File: src/rtl/vga_sync.sv
// vga_sync: VGA timing generator with a clk-to-pixel divider.
//
// Parameters
//   PIX_DIV                      clk cycles per pixel (2..16)
//   H_DISP/H_FP/H_SYNC/H_BP      horizontal timing, in pixels
//   V_DISP/V_FP/V_SYNC/V_BP      vertical timing, in lines
// Ports
//   clk         in   system clock (single clock domain)
//   reset       in   asynchronous active-low reset
//   sync_en     in   count enable; low freezes all timing state
//   hsync       out  horizontal sync, active-low, registered
//   vsync       out  vertical sync, active-low, registered
//   video_on    out  visible-area flag, combinational decode of the counters
//   p_tick      out  one-clk pulse per pixel period, registered
//   pixel_x     out  horizontal counter, 0..H_TOTAL-1
//   pixel_y     out  line counter, 0..V_TOTAL-1
//   frame_tick  out  one-clk pulse on the last pixel of a frame, registered
module vga_sync #(
  parameter int unsigned PIX_DIV = 4,
  parameter int unsigned H_DISP  = 640,
  parameter int unsigned H_FP    = 16,
  parameter int unsigned H_SYNC  = 96,
  parameter int unsigned H_BP    = 48,
  parameter int unsigned V_DISP  = 480,
  parameter int unsigned V_FP    = 10,
  parameter int unsigned V_SYNC  = 2,
  parameter int unsigned V_BP    = 33
) (
  input  logic       clk,
  input  logic       reset,
  input  logic       sync_en,
  output logic       hsync,
  output logic       vsync,
  output logic       video_on,
  output logic       p_tick,
  output logic [9:0] pixel_x,
  output logic [9:0] pixel_y,
  output logic       frame_tick
);

  localparam int unsigned CNT_W    = 10;
  localparam int unsigned DIV_W    = 4;
  localparam int unsigned H_TOTAL  = H_DISP + H_FP + H_SYNC + H_BP;
  localparam int unsigned V_TOTAL  = V_DISP + V_FP + V_SYNC + V_BP;
  localparam int unsigned HS_FIRST = H_DISP + H_FP;
  localparam int unsigned HS_LAST  = H_DISP + H_FP + H_SYNC - 1;
  localparam int unsigned VS_FIRST = V_DISP + V_FP;
  localparam int unsigned VS_LAST  = V_DISP + V_FP + V_SYNC - 1;

  localparam logic [DIV_W-1:0] DIV_LAST = DIV_W'(PIX_DIV - 1);
  localparam logic [CNT_W-1:0] H_LAST   = CNT_W'(H_TOTAL - 1);
  localparam logic [CNT_W-1:0] V_LAST   = CNT_W'(V_TOTAL - 1);

  logic [DIV_W-1:0] div_q;
  logic [DIV_W-1:0] div_d;
  logic [CNT_W-1:0] x_d;
  logic [CNT_W-1:0] y_d;
  logic             adv_c;
  logic             p_tick_d;
  logic             frame_tick_d;
  logic             hsync_d;
  logic             vsync_d;

  // Pixel boundary: the registered p_tick is only ever high with the divider
  // at its last value, so gating it with sync_en gives the advance edge.
  assign adv_c = sync_en & p_tick;

  // Next-state divider and counters.
  always_comb begin
    div_d = div_q;
    x_d   = pixel_x;
    y_d   = pixel_y;
    if (sync_en) begin
      if (adv_c) begin
        div_d = '0;
      end else if (div_q != DIV_LAST) begin
        div_d = div_q + DIV_W'(1);
      end
      // Divider parked at its last value after a pause re-arms p_tick for
      // one clk, so the pixel boundary is never taken without a pulse.
    end
    if (adv_c) begin
      if (pixel_x == H_LAST) begin
        x_d = '0;
        y_d = (pixel_y == V_LAST) ? '0 : pixel_y + CNT_W'(1);
      end else begin
        x_d = pixel_x + CNT_W'(1);
      end
    end
  end

  // Output decodes from next-state values so registers line up with counters.
  always_comb begin
    p_tick_d     = sync_en & (div_d == DIV_LAST);
    frame_tick_d = p_tick_d & (x_d == H_LAST) & (y_d == V_LAST);
    hsync_d      = ~((x_d >= CNT_W'(HS_FIRST)) && (x_d <= CNT_W'(HS_LAST)));
    vsync_d      = ~((y_d >= CNT_W'(VS_FIRST)) && (y_d <= CNT_W'(VS_LAST)));
  end

  // Timing state registers.
  always_ff @(posedge clk or negedge reset) begin
    if (!reset) begin
      div_q      <= '0;
      pixel_x    <= '0;
      pixel_y    <= '0;
      hsync      <= 1'b1;
      vsync      <= 1'b1;
      p_tick     <= 1'b0;
      frame_tick <= 1'b0;
    end else begin
      div_q      <= div_d;
      pixel_x    <= x_d;
      pixel_y    <= y_d;
      hsync      <= hsync_d;
      vsync      <= vsync_d;
      p_tick     <= p_tick_d;
      frame_tick <= frame_tick_d;
    end
  end

  // Visible area decoded straight from the registered counters.
  assign video_on = (pixel_x < CNT_W'(H_DISP)) && (pixel_y < CNT_W'(V_DISP));

endmodule
File: config.mk
export PLATFORM = sky130hd
export DESIGN_NAME = vga_sync
export DESIGN_NICKNAME = d
export VERILOG_FILES = /design/src/rtl/vga_sync.sv
export SDC_FILE = /design/constraint.sdc
export NUM_CORES = 1
export LEC_CHECK = 0
export CAP_MARGIN = 20
export CELL_PAD_IN_SITES_DETAIL_PLACEMENT = 1
export CELL_PAD_IN_SITES_GLOBAL_PLACEMENT = 1
export CORE_ASPECT_RATIO = 0.8
export CORE_MARGIN = 8
export CORE_UTILIZATION = 37
export DETAILED_ROUTE_END_ITERATION = 6
export GPL_TIMING_DRIVEN = 0
export PLACE_DENSITY = 0.86
export SLEW_MARGIN = 15
export SYNTH_ARGS = -nofsm -noshare
export SYNTH_HDL_FRONTEND = slang
export SYNTH_SLANG_ARGS = --single-unit
File: constraint.sdc
create_clock -name clk -period 1.9 [get_ports clk]
set_input_delay 0.19 -clock clk [delete_from_list [all_inputs] [get_ports clk]]
set_output_delay 0.19 -clock clk [all_outputs]
set_load 0.01 [all_outputs]
* Yosys cells after proc, flatten, opt, wreduce, memory -nomap -nowiden
Cells that the tools add are included.
** Cells by class
- Add/subtract/negate cells :: 3
- Mux-type cells :: 8
- Bitwise logic cells :: 6
- Magnitude comparators :: 6
- Equality and inequality tests :: 6
- Reduce and logical (&&, ||, !) cells :: 3
** Operator list (number)
- 10-bit 2-to-1 mux :: 5
- 10-bit == test (second input constant) :: 4
- 10-bit by 1-bit adder with 10-bit output (second input constant) :: 2
- 4-bit 2-to-1 mux :: 3
- 10-bit >= comparator (second input constant) :: 1
- 10-bit by 9-bit >= comparator with 1-bit output (second input constant) :: 1
- 10-bit less-or-equal comparator (second input constant) :: 1
- 10-bit by 9-bit less-or-equal comparator with 1-bit output (second input constant) :: 1
- 10-bit less-than comparator (second input constant) :: 1
- 10-bit by 9-bit less-than comparator with 1-bit output (second input constant) :: 1
- 4-bit by 1-bit adder with 4-bit output (second input constant) :: 1
- 1-bit bitwise AND :: 4
- 4-bit by 2-bit == test with 1-bit output (second input constant) :: 1
- 4-bit by 2-bit != test with 1-bit output (second input constant) :: 1
- 1-bit logical AND :: 3
- 1-bit NOT :: 2
** Word-level totals
- Input port bits :: 3
- Bits in registers :: 28

* Depth between registers and ports, before layout
Gate-level depths: netlist of the first run.
- Word-level depth :: 8
- Mapped depth :: 9
- Gate-level depth less buffers :: 7

* Worst setup path before layout of the first run
Ideal clock, no wire load.
- Path type :: register to register
- From :: reg pixel_x[0]
- To :: reg frame_tick
- Cell stages (with the launch flop) :: 9
- Data arrival time :: 1.872 ns
- Path slack :: -0.084 ns
- Cells stage by stage :: dfrtp_1 > ha_1 > and4_4 > and3_1 > buf_6 > nand4_4 > nor3b_2 > o2111ai_1 > a2111oi_2
** Between the ends
- Word-level cells in the longest chain between the ends :: 6
** RTL lines
- from (decl) :: line 36 : output logic [9:0] pixel_x,
- from (signal assigned) :: line 104 : pixel_x <= '0;
- from (signal assigned) :: line 112 : pixel_x <= x_d;
- 10-bit by 1-bit adder with 10-bit output / 10-bit == test (equally long branches) :: line 87, 83
- 10-bit 2-to-1 mux :: line 83 : if (pixel_x == H_LAST) begin
- 10-bit 2-to-1 mux :: line 82 : if (adv_c) begin
- 10-bit == test :: line 95 : frame_tick_d = p_tick_d & (x_d == H_LAST) & (y_d == V_LAST);
- 1-bit bitwise AND :: line 95
- 1-bit bitwise AND * :: line 95
- net frame_tick_d :: line 60 : logic frame_tick_d;
- to (signal assigned) :: line 117 : frame_tick <= frame_tick_d;
- to (decl) :: line 38 : output logic frame_tick
Mark *: on every way through the listed nets, which the timed path passes. The rest lies on a longest branch.

* Worst setup path after layout of the first run
- From :: reg pixel_x[1]
- To :: reg frame_tick
The elaborated chain is that of the path after synthesis.

==> impl_metrics.env, run 1 <==
export IMPL_status="finished, violations left"
export IMPL_violations="setup timing"
export IMPL_p_total_mw=1.58
export IMPL_clock_sinks=28
export IMPL_drt_iter0_drc=87
export IMPL_maxSlewViolCount=0
export IMPL_drv_cap=0
export IMPL_grt_pass1_wl_mm=9.11
export IMPL_die_area_um2=7290
export IMPL_setup_viol=2
export IMPL_path_clk_slew_ns=0.10
export IMPL_finalClockSkew_ns=0.00164
export IMPL_crit_fanout=7
export IMPL_start_util_pct=38.7
export IMPL_synth_cell_type_count=56
export IMPL_num_vias=1724
export IMPL_antenna_found_initial=0
export IMPL_synth_fp_nets=195
export IMPL_cts_max_path_buffers=2
export IMPL_cpLargestDelayFamily="compound AO/OA/AOI/OAI gates"
export IMPL_insertion_delay_ns=0.28
export IMPL_antennaDiodeCount=0
export IMPL_cts_tree="done"
export IMPL_synth_area_leaders="dfrtp_1, xnor2_1, o21ai_0, nand3_1, dfstp_2"
export IMPL_hold_viol=0
export IMPL_drc_errors=0
export IMPL_r2r_cells=8
export IMPL_synth_top_cell_area_share_pct=36.6
export IMPL_die_y_um=78
export IMPL_synth_ff_type="dfrtp_1"
export IMPL_final_nets=244
export IMPL_vias_per_cell=5.82
export IMPL_cp_depth=8
export IMPL_synth_seq_cells=28
export IMPL_syn_area_per_cell_um2=9.46
export IMPL_synthArstFlopShare_pct=100
export IMPL_start_kind="register"
export IMPL_worstSetupPathType="reg2reg"
export IMPL_hp_class="in2async"
export IMPL_row_count=22
export IMPL_ys_seq_area_share_pct=39.5
export IMPL_fillers=515
export IMPL_rsz0062_at_grt="yes"
export IMPL_multi_input_comb_area_um2=1140
export IMPL_synthCells=188
export IMPL_relSlewSlack_pct=56.1
export IMPL_final_cell_mix="clkdlybuf4s50_1, buf_4, dfrtp_1, nand2_1, o21ai_0"
export IMPL_placeableCoreArea_um2=4600
export IMPL_gr_total_overflow=0
export IMPL_path_cells="buf_4 -> nand3_2 -> nor3_4 -> buf_4 -> nor3b_1 -> o21ai_0 -> a22o_1 -> a2111oi_4"
export IMPL_final_cell_area_um2=2500
export IMPL_final_common_cell="clkdlybuf4s50_1"
export IMPL_cts_root_buf="clkbuf_8"
export IMPL_finalWorstSetupSlack_ns=-0.135
export IMPL_critPathBufInv=2
export IMPL_grt_util_all_layers_pct=15.4
export IMPL_numCtsBuffers=3
export IMPL_first_pass_iters=4
export IMPL_cellPowerDensity_nw_per_um2=631
export IMPL_cp_slowest_cell="dfrtp_1"
export IMPL_fin_crit_ns=2.04
export IMPL_grt_max_degree=29
export IMPL_tightestPinTransition_ns=0.658
export IMPL_ant_nets=0
export IMPL_worstPathArrival_ns=2.22
export IMPL_area_growth_pct=40.7
export IMPL_finalHoldWorstSlack_ns=0.458
export IMPL_critPathMaxStageDelay_ns=0.43
export IMPL_wl_mm=5.74
export IMPL_place_ws_ns=-0.434
export IMPL_cts_max_level=1
export IMPL_fmax_mhz=491
export IMPL_synth_edf_count=0
export IMPL_die_w_um=93.5
export IMPL_grt_pass1_vias=1829
export IMPL_hpwl_mm=3.51
export IMPL_period_share_pct=107
export IMPL_irDropWorstVdd_mv=0.359
export IMPL_yosysTopAreaCell="dfrtp_1"
export IMPL_ff_latch_area_um2=713
export IMPL_drive_above_1_share_pct=30.5
export IMPL_crit_top_cell="buf_4"
export IMPL_synth_warnings=0
export IMPL_io_buffers=27
export IMPL_detail_route_wl_per_cell_um=19.4
export IMPL_synth_cell_area_um2=1780
export IMPL_gp_congestion=0.849
export IMPL_pin_count=28
export IMPL_cp_required_ns=2.08
export IMPL_place_area_um2=2120
export IMPL_end_kind="register"
export IMPL_p_leak_nw=1.02
-- metal layers --
metal	global-route usage, %	wire, um	part of all wire (%)
met2	24.8	2730	48
met1	20.6	2680	47
met4	3.69	102	1.8
met5	0	0	0
met3	2.88	234	4.1
-- cell type report --
class	count	share of cell area, %
clock buffers	3	1.65
clock inverters	1	1.20
flip-flops and latches	28	28.5
inverters	9	1.35
well taps	60	3.00
plain buffers	6	1.95
repair buffers	47	16.7
multi-input cells	142	45.7
-- stage by stage --
| stage | cells | setup TNS, ns | utilization, % |
|---|---|---|---|
| after floorplan | 188 | -0.0626 | - |
| after global placement | 275 | -0.857 | 46.2 |
| after detailed placement | 275 | -0.936 | 46.1 |
| after CTS | 293 | -0.194 | 51.7 |
| after global routing | 296 | -0.410 | 54.4 |
| final | 296 | -0.172 | 54.4 |
-- final timing paths --
check                                     start  slack (ns)                    to
max                        pixel_x[1]$_DFF_PN0_       -0.14  frame_tick$_DFF_PN0_
min                                       reset        0.46  pixel_x[4]$_DFF_PN0_
max reg2reg                pixel_x[1]$_DFF_PN0_       -0.14  frame_tick$_DFF_PN0_
min reg2reg                    p_tick$_DFF_PN0_        0.59    div_q[0]$_DFF_PN0_
max in group asynchronous                 reset        0.97  pixel_x[6]$_DFF_PN0_
min in group clk               p_tick$_DFF_PN0_        0.59    div_q[0]$_DFF_PN0_
-- what timing repair did --
item	in CTS	in global routing
setup endpoints to repair	4	6
buffers inserted	15	4
hold endpoints to repair	26	0
resized for setup	21	19
hold buffers	1	0
pin swaps	9	9
-- sequential cells by signal, summed over array words and instances, names as in the netlist --
name / flops
pixel_x: 10
pixel_y: 10
div_q: 4
frame_tick: 1
hsync: 1
p_tick: 1
vsync: 1
-- power by group --
part           switching (mW)  internal [mW]  leakage, nW
sequential             0.0823          0.653        0.355
combinational           0.171          0.186        0.630
clock                   0.203          0.283       0.0357
total                   0.457           1.12         1.02
-- cell families (layout without fill, tap and decap cells) --
family          after synthesis  count (layout)  synth area share, %
xor+xnor                     13              13                 6.40
mux                           2               2                 1.27
fa+ha+maj                     4               4                 2.82
flops                        28              28                 39.5
buf+inv                      18              66                 5.49
compound gates               44              44                 16.2
simple gates                 79              79                 28.3
-- Yosys cell counts (all sizes together), types with 2 or more instances --
master and count:
inv 9, or3 2, o22ai 3, a31oi 2, nor3b 8, a21oi 6, clkbuf 3, o31ai 2
and3 5, nor2 6, dfstp 2, o21ai 16, nand3b 2, and4 3, nor2b 2, nand3 14
or2 2, nand2 14, dfrtp 26, and2 2, and4b 2, xnor2 10, a21boi 2, buf 6
nor3 6, nor4 2, nand4 6, mux2 2, xor2 3, ha 4
Power figures use the tool's default switching activity.
==> inputs of run 2 (changes only) <==
- ABC_AREA: default -> 1
- CORE_UTILIZATION: 37 -> 35
==> run 2 against run 1 <==
Against the previous run:
- the run now ends clean
- die area is 7.2% higher
- fmax grew 9.1%
- combinational power rose to 2.6 times the previous value
- critical path type unchanged
==> impl_metrics.env, run 2 <==
export IMPL_grt_max_degree=29
export IMPL_r2r_end="vsync$_DFF_PN1_"
export IMPL_syn_area_per_cell_um2=7.09
export IMPL_row_count=23
export IMPL_synth_warnings=0
export IMPL_synth_edf_count=0
export IMPL_status="completed"
export IMPL_relSlewSlack_pct=55.4
export IMPL_crit_fanout=7
export IMPL_cp_required_ns=2.13
export IMPL_rsz0062_at_grt="yes"
export IMPL_antennaDiodeCount=0
export IMPL_cts_max_path_buffers=2
export IMPL_period_share_pct=98.2
export IMPL_final_common_cell="nand2_1"
export IMPL_worstPathArrival_ns=2.09
export IMPL_io_buffers=27
export IMPL_finalClockSkew_ns=0.00765
export IMPL_path_clk_slew_ns=0.11
export IMPL_synth_cell_area_um2=1830
export IMPL_synthCells=258
export IMPL_synth_cell_type_count=29
export IMPL_die_w_um=96.9
export IMPL_placeableCoreArea_um2=5040
export IMPL_synthArstFlopShare_pct=100
export IMPL_tightestPinTransition_ns=0.669
export IMPL_synth_top_cell_area_share_pct=35.5
export IMPL_cts_root_buf="clkbuf_8"
export IMPL_r2r_slack_ns=0.03
export IMPL_fin_util_pct=49.0
export IMPL_pin_count=28
export IMPL_wl_mm=6.53
export IMPL_irDropWorstVdd_mv=0.520
export IMPL_clock_sinks=28
export IMPL_drv_cap=0
export IMPL_first_pass_iters=4
export IMPL_ys_seq_area_share_pct=38.4
export IMPL_cts_tree="done"
export IMPL_top_regs="pixel_x: 10 flops, pixel_y: 10 flops, div_q: 4 flops"
export IMPL_cellPowerDensity_nw_per_um2=920
export IMPL_setup_viol=0
export IMPL_hold_viol=0
export IMPL_drt_iter0_drc=82
export IMPL_place_ws_ns=-0.158
export IMPL_end_kind="register"
export IMPL_p_leak_nw=1.22
export IMPL_final_cell_mix="nand2_1, inv_1, nand3_1, dfrtp_1, clkdlybuf4s50_1"
export IMPL_cts_max_level=1
export IMPL_ant_nets=0
export IMPL_die_area_um2=7810
export IMPL_synth_fp_nets=265
export IMPL_synth_area_leaders="dfrtp_1, nand2_1, nand3_1, inv_1, nor2_1"
export IMPL_insertion_delay_ns=0.29
export IMPL_r2r_cells=12
export IMPL_vias_per_cell=5.25
export IMPL_drc_errors=0
export IMPL_yosysMostFrequentCell="nand2_1"
export IMPL_numCtsBuffers=3
export IMPL_synth_seq_cells=28
export IMPL_start_kind="register"
export IMPL_maxSlewViolCount=0
export IMPL_detail_route_wl_per_cell_um=17.9
export IMPL_final_nets=311
export IMPL_fin_crit_ns=1.87
export IMPL_grt_pass1_vias=1889
export IMPL_num_vias=1916
export IMPL_synth_ff_type="dfrtp_1"
export IMPL_die_y_um=80.7
export IMPL_grt_util_all_layers_pct=14.3
export IMPL_hpwl_mm=4.19
export IMPL_fmax_mhz=536
export IMPL_gr_total_overflow=0
export IMPL_hp_class="in2async"
export IMPL_area_growth_pct=34.9
export IMPL_yosysTopAreaCell="dfrtp_1"
export IMPL_synthTopCellsByCount="nand2_1, inv_1, nand3_1"
export IMPL_r2r_start="pixel_x[1]$_DFF_PN0_"
export IMPL_start_util_pct=36.3
export IMPL_antenna_found_initial=0
export IMPL_finalWorstSetupSlack_ns=0.0342
export IMPL_gp_congestion=0.840
export IMPL_grt_pass1_wl_mm=9.20
export IMPL_drive_above_1_share_pct=23.4
export IMPL_worstSetupPathType="reg2reg"
run 2: how the worst max path moves through the flow:
stage                          from                   end  slack [ns]  cells after the start
2_1_floorplan  pixel_x[0]$_DFF_PN0_  frame_tick$_DFF_PN0_        0.24                     11
3_3_place_gp                sync_en  frame_tick$_DFF_PN0_       -0.12                     12
3_5_place_dp                sync_en  frame_tick$_DFF_PN0_       -0.16                     12
4_1_cts        pixel_x[1]$_DFF_PN0_  frame_tick$_DFF_PN0_        0.05                     11
5_1_grt        pixel_x[1]$_DFF_PN0_       vsync$_DFF_PN1_       -0.12                     12
6_report       pixel_x[1]$_DFF_PN0_       vsync$_DFF_PN1_        0.03                     12
run 2: cell families (layout without fill, tap and decap cells):
family | after synthesis | in the layout | share of synthesized area, %
simple gates | 161 | 162 | 42.6
buf+inv | 50 | 94 | 10.9
flops | 28 | 28 | 38.4
compound gates | 13 | 13 | 4.03
fa+ha+maj | 4 | 4 | 2.73
xor+xnor | 2 | 2 | 1.37
run 2: routing by layer:
| layer | up-vias | track usage [%] | share of wire, % | wire (um) |
|---|---|---|---|---|
| li1 | 900 | - | - | - |
| met1 | 954 | 17.3 | 44 | 2890 |
| met2 | 48 | 25.6 | 49 | 3210 |
| met3 | 14 | 3.00 | 4.2 | 271 |
| met4 | 0 | 3.52 | 2.4 | 155 |
| met5 | - | 0 | 0 | 0 |
run 2: area by class of cell:
cell class | instances | area [um2]
inverter | 48 | 180
timing repair buffer | 40 | 372
multi-input combinational | 181 | 1040
fill | 617 | 2570
buffer | 2 | 22.5
tap | 62 | 77.6
sequential | 28 | 704
clock buffer | 3 | 41.3
clock inverter | 1 | 30.0
run 2: timing repair:
item / 4_1_cts / 5_1_grt
hold buffers: 1 / 0
pin swaps: 1 / 20
cloned: 0 / 1
setup buffers: 2 / 10
gates resized for setup: 2 / 32
hold endpoints to repair: 26 / 0
endpoints found under the setup margin: 3 / 2
run 2: critical path, stage by stage, from the launching register on:
cell and delay (ns):
dfrtp_1 0.42, ha_4 0.18, nand2_4 0.07, nor2_8 0.21, nand3_4 0.16, nor2_4 0.21
nand2_1 0.10, nand2_1 0.09, nand2_2 0.07, inv_2 0.07, nand3_2 0.06, nor2_1 0.10
nand2_1 0.06
run 2: where the power goes:
part / switching (mW) / internal, mW
combinational: 0.539 / 0.385
clock: 0.210 / 0.283
sequential: 0.155 / 0.699
total: 0.904 / 1.37
run 2: per-stage QoR:
step / power, mW / setup TNS [ns] / area (um2) / cells / hold WS, ns
2_1_floorplan: 1.29 / 0 / 1830 / 258 / -0.106
3_3_place_gp: 1.55 / -0.117 / 2180 / 347 / 0.580
3_5_place_dp: 1.59 / -0.168 / 2170 / 347 / 0.266
4_1_cts: 2.12 / 0 / 2270 / 354 / 0.486
5_1_grt: 2.42 / -0.240 / 2470 / 365 / 0.524
6_report: 2.27 / 0 / 2470 / 365 / 0.458
